<file path="config.mk">
export PLATFORM = sky130hd
export DESIGN_NAME = nsr_vec
export DESIGN_NICKNAME = d
export VERILOG_FILES = /design/src/rtl/nsr_vec.sv
export SDC_FILE = /design/constraint.sdc
export NUM_CORES = 1
export LEC_CHECK = 0
export ABC_AREA = 1
export BUFFER_PORTS_ARGS = -buffer_cell sky130_fd_sc_hd__buf_2
export CAP_MARGIN = 40
export CORE_ASPECT_RATIO = 1.4
export CORE_MARGIN = 1.5
export CORE_UTILIZATION = 30
export DETAILED_ROUTE_END_ITERATION = 10
export SLEW_MARGIN = 20
export SYNTH_ARGS = -nofsm -noshare
export SYNTH_HDL_FRONTEND = slang
export SYNTH_SLANG_ARGS = --single-unit
export TNS_END_PERCENT = 30
</file>
<file path="constraint.sdc">
create_clock -name clk -period 4 [get_ports clk]
set_clock_uncertainty 0.1 [all_clocks]
set_input_delay 0.2 -clock clk [delete_from_list [all_inputs] [get_ports clk]]
set_output_delay 0.2 -clock clk [all_outputs]
set_load 0.05 [all_outputs]
</file>
<file path="src/rtl/nsr_vec.sv">
// Neuron state vector: DEPTH x WIDTH state entries with single or burst writes,
// a threshold register, and a combinational signed spike compare on the read port.
module nsr_vec #(
    parameter int unsigned      WIDTH   = 32,
    parameter int unsigned      DEPTH   = 32,
    parameter logic [WIDTH-1:0] VT_INIT = '0,
    localparam int unsigned     AW      = $clog2(DEPTH)
) (
    input  logic             clk,
    input  logic             rst_n,
    input  logic             we,
    input  logic [1:0]       VL,
    input  logic [AW-1:0]    wa,
    input  logic [WIDTH-1:0] wd,
    input  logic             we1,
    input  logic [WIDTH-1:0] wd1,
    input  logic [AW-1:0]    ra,
    output logic [WIDTH-1:0] rd,
    output logic             spike,
    output logic             busy,
    output logic             done,
    output logic             vl_err
);

    typedef enum logic {
        IDLE  = 1'b0,
        BURST = 1'b1
    } state_t;

    state_t           state_q, state_d;
    logic [3:0]       beat_q, beat_d;
    logic [3:0]       last_q, last_d;
    logic [AW-1:0]    base_q, base_d;
    logic             done_q, done_d;
    logic             vl_err_q, vl_err_d;
    logic [WIDTH-1:0] vt_q, vt_d;
    logic [WIDTH-1:0] cur_q [DEPTH];
    logic [WIDTH-1:0] cur_d [DEPTH];

    logic             wr_en;
    logic [AW-1:0]    wr_addr;

    always_comb begin
        state_d  = state_q;
        beat_d   = beat_q;
        last_d   = last_q;
        base_d   = base_q;
        done_d   = 1'b0;
        vl_err_d = vl_err_q;
        wr_en    = 1'b0;
        wr_addr  = wa;

        unique case (state_q)
            IDLE: begin
                if (we) begin
                    wr_en   = 1'b1;
                    wr_addr = wa;
                    base_d  = wa;
                    beat_d  = 4'd1;
                    unique case (VL)
                        2'b00: done_d = 1'b1;
                        2'b01: begin
                            state_d = BURST;
                            last_d  = 4'd3;
                        end
                        2'b10: begin
                            state_d = BURST;
                            last_d  = 4'd15;
                        end
                        2'b11: begin
                            done_d   = 1'b1;
                            vl_err_d = 1'b1;
                        end
                        default: ;
                    endcase
                end
            end
            BURST: begin
                // Modulo-DEPTH wrap falls out of the AW-bit add; a 16-beat burst
                // into a smaller array simply overwrites earlier beats.
                if (we) begin
                    wr_en   = 1'b1;
                    wr_addr = base_q + AW'(beat_q);
                    beat_d  = beat_q + 4'd1;
                    if (beat_q == last_q) begin
                        state_d = IDLE;
                        done_d  = 1'b1;
                    end
                end
            end
            default: state_d = IDLE;
        endcase
    end

    always_comb begin
        cur_d = cur_q;
        if (wr_en) begin
            cur_d[wr_addr] = wd;
        end
    end

    always_comb begin
        vt_d = vt_q;
        if (we1) begin
            vt_d = wd1;
        end
    end

    always_ff @(posedge clk or negedge rst_n) begin
        if (!rst_n) begin
            state_q  <= IDLE;
            beat_q   <= '0;
            last_q   <= '0;
            base_q   <= '0;
            done_q   <= 1'b0;
            vl_err_q <= 1'b0;
            vt_q     <= VT_INIT;
            cur_q    <= '{default: '0};
        end else begin
            state_q  <= state_d;
            beat_q   <= beat_d;
            last_q   <= last_d;
            base_q   <= base_d;
            done_q   <= done_d;
            vl_err_q <= vl_err_d;
            vt_q     <= vt_d;
            cur_q    <= cur_d;
        end
    end

    assign rd     = cur_q[ra];
    assign spike  = $signed(rd) >= $signed(vt_q);
    assign busy   = (state_q == BURST);
    assign done   = done_q;
    assign vl_err = vl_err_q;

endmodule

</file>
==> impl_metrics.ini <==
[logic_synthesis]
ys_seq_area_share_pct = 49.4
synth_mux_area_share_pct = 0.0416
synthArstFlopShare_pct = 100
yosys.area.top_type = dfrtp_1
syn-mean-instance-area_um2 = 7.98
syn_nets = 6912
synthTopCellsByArea = dfrtp_1, nand2_1, nand4_1
ys_top_cells_by_count = nand2_1, dfrtp_1, nand4_1
syn_inst = 6792
synthAdderAreaFrac_pct = 0.937
synth_top_family_by_area = simple AND/OR/NAND/NOR gates
synthXorXnorAreaFrac_pct = 0.0162
synth_warnings = 0
syn-cell-area_um2 = 54200
synth_most_common_cell = nand2_1
synth_top_area_share_pct = 49.4
synth-simple-area-share_pct = 32.5
ys_ff_latch = 1070
yosysUniqueCellTypes = 32
ys.flop_type = dfrtp_1
synth_compound_area_share_pct = 11.1
synth-edff-count = 0

[sta]
post-route-min-period_ns = 3.76
max_freq_ghz = 0.266
maxSlewViolCount = 0
period_share_pct = 94.1
worst_pin_slew_ns = 1.11
hold_ws_ns = 0.0738
hold_viol = 0
maxSlewHeadroom_pct = 26.0
setup_viol = 0
finalSetupTns_ns = 0
rsz0062_at_grt = no
fin_ws_ns = 0.235

[setup_path]
r2r_setup_slack_ns = 0.58
critPathMaxFanout = 2
crit_required_ns = 3.70
worstReg2RegStart = beat_q[0]$_DFFE_PN0P_
crit_chain = o21ai_0 > o221ai_1 > nand3_1 > nand2_1 > nand2_1 > nand2_1 > ha_1 > nand2_1 > inv_1 > o21ai_0 > nand2_1 > nor2_1 > nand2_1 > nand2_1 > nand2_1 > nand2_1 > nand3_1 > clkbuf_4
cpPeakStageDelay_ns = 0.41
worstSetupStartpointType = flip-flop
ff2ff_path_depth = 9
critPathKind = reg -> out
path_common_cell = nand2_1
crit_path_end_kind = output pin
crit_arrival_ns = 3.46
crit_start = cur_q[941]$_DFFE_PN0P_
crit_slowest_cell = ha_1
r2r-end = cur_q[165]$_DFFE_PN0P_

[hold_path]
hp-class = in -> async

[die]
start_util_pct = 30.2
io_pins = 116
die_height_um = 506
design.die.area_um2 = 183000
coreArea_um2 = 180000
num_rows = 184
fp.dieW_um = 362

[cells_and_area]
fin_nets = 6744
final_area_um2 = 62400
drive_gt1_share_pct = 9.04
n_fill_cell = 18400
stdcell_count = 9042
finish.utilization_pct = 34.8
syn_to_final_growth_pct = 15.2

[drt]
antenna_left = 0
wl_per_cell_um = 23.0
vias_per_cell = 5.65
drt_pass1_iterations = 6
finalWirelength_um = 208000
drcViolationCount = 0
via_count = 51000
drt_iter0_drc = 5092

[power]
vdd_drop_max_v = 0.000637
p_seq_share_pct = 42.1
p_int_mw = 25.6
comb_power_share_pct = 33.6
swShare_pct = 40.2
power.total_mw = 42.9
power_leakage_nw = 30.8
power_density_nw_per_um2 = 687
p_switching_mw = 17.2
p_clk_share_pct = 24.4

[global_routing]
track_usage_pct = 22.3
grt_pass1_wl_um = 318000
grt_use_met2_pct = 37.4
antenna_found_initial = 8
grt_overflow = 0
use_met3_pct = 2.68
busiest_layer = met2
grt_pass1_vias = 50700
use_met1_pct = 27.2
grt_max_degree = 154

[cts]
cts_setup_buffers = 0
root_buffer = clkbuf_16
cts_made_buffers = 105
clk_latency_ns = 0.72
h-tree-depth = 3
clock-sinks = 1070
clk_pin_slew_ns = 0.06
tritoncts = done
clockBufferDepth = 3

[place]
dpl_cell_area_um2 = 58000
globalplace.congestion = 0.851
placedCellCount = 8761
port_buffers = 115
detailed_place_hpwl_um = 120000
dp_worst_setup_slack_ns = 0.292

[job]
drv_cap = 0

[run_status]
outcome = finished clean
[critical path: cells and delay by family (launching register included)]
family	cells	cell delay, ns
compound gates	3	0.44
fa+ha+maj	1	0.41
buf+inv	2	0.26
flops	1	0.38
simple gates	12	1.24
[power by group through the flow]
stage	Clock (mW)	Combinational, mW	Sequential [mW]
2_1_floorplan	0	9.57	17.4
3_3_place_gp	0	13.8	18.0
3_5_place_dp	0	14.2	18.1
4_1_cts	10.6	14.3	18.0
5_1_grt	11.0	15.9	18.6
6_report	10.4	14.4	18.0
[flip-flops by register name, summed over array words and instances (netlist names)]
register and flops:
vl_err 1, done 1, beat_q 4, busy 1, cur_q 1024, last_q 2
vt_q 32, base_q 5
[layer usage]
| layer | part of all wire, % | routed length, um | vias to the layer above |
|---|---|---|---|
| li1 | - | - | 22900 |
| met1 | 39 | 80100 | 25300 |
| met2 | 48 | 99200 | 2286 |
| met3 | 7.0 | 14700 | 555 |
| met4 | 6.7 | 14000 | 2 |
| met5 | 0.0063 | 13 | - |
[worst max-delay path by stage]
stage,to,slack (ns)
global placement,spike,0.28
CTS,spike,0.12
floorplan,spike,0.55
global route,spike,0.006
detailed placement,spike,0.29
finish,spike,0.24
[cell families after synthesis]
family	after synthesis
and+or+nand+nor	4022
DFF	1070
AOI/OAI and AO/OA	866
buffers and inverters	791
adders and majority gates	40
muxes	2
xor gates and xnor gates	1
[repair_timing]
action | CTS | global route
gates resized for setup | 0 | 5
hold buffers | 79 | 1
endpoints found under the setup margin | 0 | 1
endpoints found under the hold margin | 1599 | 26
[cell type report]
type | instances | area (um^2) | area share [%]
clock inverter | 38 | 474 | 0.760
sequential | 1070 | 26800 | 42.9
multi-input combinational | 4931 | 24300 | 39.0
tap | 2325 | 2910 | 4.66
timing repair buffer | 460 | 4600 | 7.37
antenna | 5 | 12.5 | 0.0200
inverter | 56 | 231 | 0.371
clock buffer | 157 | 3070 | 4.92
[placed cells by master, fill, tap and decap left out, drive strengths merged, types with 158 or more instances in the layout]
master / count
buf: 380
clkbuf: 158
dfrtp: 1070
nand2: 2321
nand3: 417
nand4: 770
nor2: 505
o21ai: 295
o21bai: 256
o221ai: 224
(Power assumes the default switching activity.)
